$ cat config.mk
export PLATFORM = sky130hd
export DESIGN_NAME = regfile_writeback_arbiter
export DESIGN_NICKNAME = d
export VERILOG_FILES = /design/src/rtl/regfile_writeback_arbiter.sv
export SDC_FILE = /design/constraint.sdc
export NUM_CORES = 1
export LEC_CHECK = 0
export BUFFER_PORTS_ARGS = -buffer_cell sky130_fd_sc_hd__clkbuf_2
export CAP_MARGIN = 30
export CORE_MARGIN = 1
export CORE_UTILIZATION = 35
export CTS_BUF_LIST = sky130_fd_sc_hd__clkbuf_8
export CTS_CLUSTER_DIAMETER = 50
export DETAILED_ROUTE_END_ITERATION = 6
export PLACE_DENSITY = 0.64
export SETUP_SLACK_MARGIN = 0.5
export SLEW_MARGIN = 20
export SYNTH_ARGS = -nofsm -noshare
export SYNTH_HDL_FRONTEND = slang
export SYNTH_SLANG_ARGS = --single-unit
export TNS_END_PERCENT = 100
$ cat constraint.sdc
create_clock -name clk -period 9.53 [get_ports clk]
set_clock_uncertainty 0.05 [all_clocks]
set_input_delay 0 -clock clk [delete_from_list [all_inputs] [get_ports clk]]
set_output_delay 0 -clock clk [all_outputs]
set_load 0.05 [all_outputs]
$ cat src/rtl/regfile_writeback_arbiter.sv
// Purpose : merges ALU (A) and load (B) results into the register file's single write port
//           through a DEPTH-entry in-order FIFO, and answers bypass lookups for queued writes.
// Latency : an entry accepted at edge N can commit at the end of cycle N+1 at the earliest.
// Backpr. : AReady/BReady drop when the FIFO is full and not popping; A wins ties unless B
//           has been denied STARVE_LIMIT consecutive cycles, in which case B wins that cycle.
// Ports   :
//   clk, reset              rising-edge clock, synchronous active-low reset
//   AValid/AReady/AAdr/AData  ALU result handshake
//   BValid/BReady/BAdr/BData  load result handshake
//   DrainEn                 write port available; WriteEn/rd1Adr/Rd1 drive the register file
//   rs1Adr/rs2Adr           bypass lookups -> Rs1Hit/Rs1Fwd, Rs2Hit/Rs2Fwd (youngest match)
//   Full                    FIFO holds DEPTH entries
module regfile_writeback_arbiter #(
  parameter int REGISTER_COUNT = 32,
  parameter int DEPTH          = 4,
  parameter int STARVE_LIMIT   = 3,
  parameter int XLEN           = 32,
  localparam int AW            = $clog2(REGISTER_COUNT)
) (
  input  logic            clk,
  input  logic            reset,
  input  logic            AValid,
  output logic            AReady,
  input  logic [AW-1:0]   AAdr,
  input  logic [XLEN-1:0] AData,
  input  logic            BValid,
  output logic            BReady,
  input  logic [AW-1:0]   BAdr,
  input  logic [XLEN-1:0] BData,
  input  logic            DrainEn,
  output logic            WriteEn,
  output logic [AW-1:0]   rd1Adr,
  output logic [XLEN-1:0] Rd1,
  input  logic [AW-1:0]   rs1Adr,
  input  logic [AW-1:0]   rs2Adr,
  output logic            Rs1Hit,
  output logic            Rs2Hit,
  output logic [XLEN-1:0] Rs1Fwd,
  output logic [XLEN-1:0] Rs2Fwd,
  output logic            Full
);

  localparam int PW = $clog2(DEPTH);
  localparam int CW = $clog2(DEPTH + 1);
  localparam int SW = $clog2(STARVE_LIMIT + 1);

  logic [AW-1:0]   adr_mem [DEPTH];
  logic [XLEN-1:0] dat_mem [DEPTH];

  logic [PW-1:0] rd_ptr;
  logic [PW-1:0] wr_ptr;
  logic [CW-1:0] count_q;
  logic [SW-1:0] starve_q;

  logic            space;
  logic            starved;
  logic            a_acc;
  logic            b_acc;
  logic            push_q;
  logic [AW-1:0]   push_adr;
  logic [XLEN-1:0] push_dat;

  // Pop side: the head is presented combinationally and leaves on a WriteEn edge.
  assign WriteEn = DrainEn && (count_q != '0);
  assign rd1Adr  = adr_mem[rd_ptr];
  assign Rd1     = dat_mem[rd_ptr];
  assign Full    = (count_q == CW'(DEPTH));

  // A pop in the same cycle frees a slot, so a full FIFO can still take one entry.
  assign space   = (count_q < CW'(DEPTH)) || WriteEn;
  assign starved = (starve_q == SW'(STARVE_LIMIT));

  // Each ready depends only on space, the starve state and the other port's valid,
  // never on the other port's ready, so there is no combinational loop between them.
  assign AReady = starved ? (space && !BValid) : space;
  assign BReady = starved ? space : (space && !AValid);

  assign a_acc    = AValid && AReady;
  assign b_acc    = BValid && BReady;
  assign push_adr = a_acc ? AAdr : BAdr;
  assign push_dat = a_acc ? AData : BData;
  // x0 writes complete the handshake but never occupy a slot.
  assign push_q   = (a_acc || b_acc) && (push_adr != '0);

  always_ff @(posedge clk) begin
    if (!reset) begin
      rd_ptr  <= '0;
      wr_ptr  <= '0;
      count_q <= '0;
    end else begin
      if (push_q) begin
        wr_ptr <= wr_ptr + PW'(1);
      end
      if (WriteEn) begin
        rd_ptr <= rd_ptr + PW'(1);
      end
      case ({push_q, WriteEn})
        2'b10:   count_q <= count_q + CW'(1);
        2'b01:   count_q <= count_q - CW'(1);
        default: count_q <= count_q;
      endcase
    end
  end

  // Slot contents need no reset: validity is entirely defined by the pointers and count.
  always_ff @(posedge clk) begin
    if (push_q) begin
      adr_mem[wr_ptr] <= push_adr;
      dat_mem[wr_ptr] <= push_dat;
    end
  end

  // Counts consecutive cycles in which B was denied although a slot was available.
  always_ff @(posedge clk) begin
    if (!reset) begin
      starve_q <= '0;
    end else if (!BValid || b_acc) begin
      starve_q <= '0;
    end else if (space && !BReady && !starved) begin
      starve_q <= starve_q + SW'(1);
    end
  end

  // Bypass: walk stored entries oldest to youngest so the youngest match wins.
  // The head still counts while it pops; the entry being pushed is not yet stored.
  always_comb begin
    logic [PW-1:0] idx;
    idx    = '0;
    Rs1Hit = 1'b0;
    Rs2Hit = 1'b0;
    Rs1Fwd = '0;
    Rs2Fwd = '0;
    for (int i = 0; i < DEPTH; i++) begin
      idx = rd_ptr + PW'(i);
      if (CW'(i) < count_q) begin
        if ((rs1Adr != '0) && (adr_mem[idx] == rs1Adr)) begin
          Rs1Hit = 1'b1;
          Rs1Fwd = dat_mem[idx];
        end
        if ((rs2Adr != '0) && (adr_mem[idx] == rs2Adr)) begin
          Rs2Hit = 1'b1;
          Rs2Fwd = dat_mem[idx];
        end
      end
    end
  end

endmodule

Word-level counts from Yosys, hierarchy flattened
Memory sizes are Yosys's and may differ from the RTL's. A register that Yosys moved wholly into a read port is not among the register bits.
Index checks and enable logic that the tools add are counted.
Operators by class
  mux-type cells: 43
  magnitude comparators: 5
  eq/ne operators: 12
  reductions and logical operators: 29
  add/sub/neg operators: 7
  bitwise gates (word level): 1
Operator list (count)
  $mux W32: 17
  $eq A5 B5 Y1: 8
  $mux W1: 20
  $logic_and A1 B1 Y1: 16
  $reduce_bool A5 Y1: 3
  $mux W2: 4
  $add A2 B1 Y2 const B: 3
  $lt A1 B3 Y1 const A: 2
  $lt A2 B3 Y1 const A: 2
  $pmux W3 S2: 1
  $mux W5: 1
  $add A2 B2 Y2 const B: 2
  $eq A2 B2 Y1 const B: 2
  $logic_not A1 Y1: 4
  $add A3 B1 Y3 const B: 1
  $eq A3 B3 Y1 const B: 1
  $logic_or A1 B1 Y1: 3
  $lt A3 B3 Y1 const B: 1
  $reduce_bool A3 Y1: 1
  $sub A3 B1 Y3 const B: 1
  $eq A2 B1 Y1 const B: 1
  $reduce_bool A2 Y1: 1
  $reduce_or A2 Y1: 1
  $not A1 Y1: 1
Storage, ports and cells
  word-level logic and storage cells: 103
  memories: 2
  flip-flop bits (word level): 9
  bits in writable memories: 148
Memory list
  dat_mem: words 4, bits a word 32, rd ports 4, clocked after Yosys merged registers in 1, write ports 1, line 48  | logic [XLEN-1:0] dat_mem [DEPTH];
  adr_mem: words 4, bits a word 5, rd ports 4, clocked after Yosys merged registers in 1, write ports 1, line 47  | logic [AW-1:0] adr_mem [DEPTH];

Depth between registers and ports, before layout
  depth in word-level cells: 11
  mapped depth: 11

Worst setup path before layout
OpenSTA, ideal clock, no wires.
  path type: register to output
  start: reg with a tool-made name
  end: out Rs1Fwd[30]
  cell stages (with the launch flop): 9
  arrival: 3.458 ns
  setup slack: 6.022 ns
  path buffers: 2
  data required time: 9.480 ns
  cell sequence: dfxtp_1 -> buf_2 -> mux4_2 -> a2111oi_0 -> a31oi_1 -> nor2_1 -> clkbuf_1 -> a31oi_1 -> a211oi_1
RTL lines
  end, declared: line 38  | output logic [XLEN-1:0] Rs1Fwd,

Worst setup path after layout
  start: reg rd_ptr[1]
  end: out Rs1Fwd[29]
On the way
  cells in the longest elaborated chain, start to end: 10
  elaborated cells between the ends (all ways): 17
  those cells by class: add/sub (3); eq/ne (3); mux (6); reduce/logical (3); memory (2)
Ends and longest elaborated chain
  start, declared: line 50  | logic [PW-1:0] rd_ptr;
  start signal, assigned: line 95  | rd_ptr <= rd_ptr + PW'(1);
  $add A2 B1 Y2: line 134  | idx = rd_ptr + PW'(i);
  $mem_v2 Z4 W5
  $eq A5 B5 Y1: line 136  | if ((rs1Adr != '0) && (adr_mem[idx] == rs1Adr)) begin
  $logic_and A1 B1 Y1: line 136
  $mux W32: line 136
  $mux W32: line 135  | if (CW'(i) < count_q) begin
  $mux W32: line 136
  $mux W32: line 135
  $mux W32: line 136
  $mux W32 (*): line 135
Mark *: on every way between the ends. The rest lies on a longest branch, timed or not.

==> metrics <==
Arr. time, crit path 5540 ps; post-cts resize count 0; worst path required time 9480 ps; die span in y 185.9 um; clk sinks 159; core area 32950 sq um; Largest stage delay, worst path 840 ps; Total Routing Usage GR 21.29%; post-DP HPWL 23990 um; Hold Slack 238.3 ps; final hold vios 0; Syn Nets 1142; Slew headroom 33.81%; fin crit share 58.69%; crit path kind register to primary output; Starting Density 35.94%; Ys Warns 0; antenna violations before repair 0; Syn Area/Cell 11.35 sq um; share of synthesized registers carrying an async set or reset 0%; port bufs 195; power density cells 235.7 nW/um^2; max_cap viols 0; Die Wd 185.9 um; setup TNS 0 ps; Clock Pin Slew Worst Setup and Hold Paths 90 ps; Crit Path Max Fanout 74; Die Area 34580 sq um; startpoint types register; worst vdd ir 0.1623 mV; CTS Buffer Depth 2; Top FF cell, synth edfxtp_1; share of layout cells above drive strength 1 35.61%; Core Util, Final 43.63%; largest net degree at the start of global routing 75; CP Cell Sequence buf_4, mux4_2, xor2_1, nor4_1, nand2_2, and2_2, buf_16, a211oi_2, clkbuf_2; Max Transition Viols Final 0; #FFs+latches synth 159; # IOs 196; RePlAce Congestion 0.9338; Synth Cell Area 11840 sq um; Worst Hold Class input port to register; Seq/Total Area, Yosys 39.39%; Tightest Pin Transition 992.9 ps; WL final 36980 um; Final ANT Viol Nets 0; root buffer cell clkbuf_8; CTS Buf Count 17; Slowest cell on crit path dfxtp_4; DRC violations left 0; critical path endpoint category primary output; status complete, no violations; first-pass GRT wire length 54990 um; DR iter-0 viols 1166; maximum clock frequency 178.8 MHz; CTS tree done; remaining global-route overflow 0; first drt pass iteration count 7; Vias per Instance 5.940; WL/cell 21.71 um; reg2reg path depth 7; via count 10115; number of global-route vias before repair 9602; hold depth 6; total power 3.389 mW; Nets 1347; Clock Latency Late Sink 460 ps; n_diodes 0; Tmin final 5593 ps; RSZ-0062 raised after global routing no; row count 66; fill count 3043; EDFF count, synth 148; Leak Pwr 5.127 nW; count of cell types in the netlist 47; Setup Viol. Count Final 0; H-tree levels 4; Syn Inst Count 1043; area growth from synthesis to layout 21.39%
==> final timing paths <==
kind / from / endpoint / slack [ps]
worst max-delay path: rd_ptr[1]$_SDFFE_PN0P_ / Rs1Fwd[29] / 3940
worst min-delay path: BAdr[1] / wr_ptr[1]$_SDFFE_PN0P_ / 240
worst max register to register: count_q[2]$_SDFFE_PN0P_ / dat_mem[0][6]$_DFFE_PP_ / 6370
worst min register to register: starve_q[0]$_SDFFE_PP0P_ / starve_q[0]$_SDFFE_PP0P_ / 520
==> layer usage <==
metal,up-vias,wire [um],GRT usage (%)
met5,-,0,0
met4,0,1014,8.787
met3,63,3470,3.894
met2,592,17650,34.67
met1,4955,14840,27.79
li1,4505,-,-
==> flip-flops by register name (all words and copies together), names as in the netlist, named ones only <==
| name | cells |
|---|---|
| adr_mem | 20 |
| count_q | 3 |
| dat_mem | 128 |
| rd_ptr | 2 |
| starve_q | 2 |
| wr_ptr | 2 |
==> cell families (layout without fill, tap and decap cells) <==
group	count (synthesis)	in the layout	share of synthesized area, %
flip-flops	159	159	39.39
AND/OR/NAND/NOR	281	281	11.35
multiplexers	189	189	25.59
AO/OA/AOI/OAI	237	237	14.97
buffers and inverters	122	340	4.321
XOR/XNOR	45	45	3.328
adder cells (fa/ha/maj)	10	10	1.057
==> cell usage after synthesis (14+ instances only) <==
cell type,instances,share of area (%)
nor2_1,77,2.4
a211o_1,24,1.8
a211oi_1,34,2.2
mux2i_1,35,3.0
nand2b_1,25,1.3
nor3_1,98,4.1
a211oi_2,29,3.1
nand2_1,43,1.4
xnor2_1,31,2.3
xor2_1,14,1.0
mux4_2,84,16
edfxtp_1,148,38
a31oi_1,32,1.7
a21oi_1,32,1.4
clkbuf_1,74,2.3
buf_1,16,0.51
a31o_1,22,1.6
mux2_2,70,6.7
o21ai_0,43,1.8
==> power by group <==
group | switching [mW] | total, mW | internal (mW)
clock | 0.268 | 0.477 | 0.209
sequential | 0.161 | 1.06 | 0.895
combinational | 1.17 | 1.86 | 0.684
==> worst max-delay path, delay by kind of cell (launching register included) <==
kind,cells,cell delay (ps)
AOI/OAI and AO/OA,1,300
and+or+nand+nor,3,1680
DFF,1,840
xor gates and xnor gates,1,170
muxes,1,640
buffers and inverters,3,1420
==> cells in the final DEF, fill, tap and decap left out, drive strengths merged, types with 25 or more instances in the layout <==
cell / n
nand2b: 25
mux2: 70
a211oi: 63
nor3: 98
nor2: 77
mux2i: 35
o21ai: 43
clkbuf: 212
mux4: 84
a31oi: 32
edfxtp: 148
nand2: 43
a21oi: 32
xnor2: 31
dlygate4sd3: 80
==> cell type report <==
cell class | count | area [sq um] | area share [%]
Inverter | 14 | 52.55 | 0.3655
Tap cell | 442 | 553.0 | 3.847
Timing Repair Buffer | 294 | 1999 | 13.91
Clock inverter | 15 | 131.4 | 0.9138
Sequential cell | 159 | 4677 | 32.53
Clock buffer | 17 | 234.0 | 1.627
Multi-Input combinational cell | 762 | 6729 | 46.81
==> metrics by stage <==
stage	area, sq um	setup slack, ps	instances
after floorplan	11840	6022	1043
after global placement	13100	4502	1587
after detailed placement	13160	4433	1589
after CTS	14320	3933	1701
after global routing	14380	3724	1703
final	14380	3937	1703
==> timing repair <==
item,CTS,global route
buffers inserted,0,0
endpoints found under the setup margin,0,0
hold buffers,80,0
endpoints found under the hold margin,159,0
No activity file was read; power rests on OpenSTA's default activity.
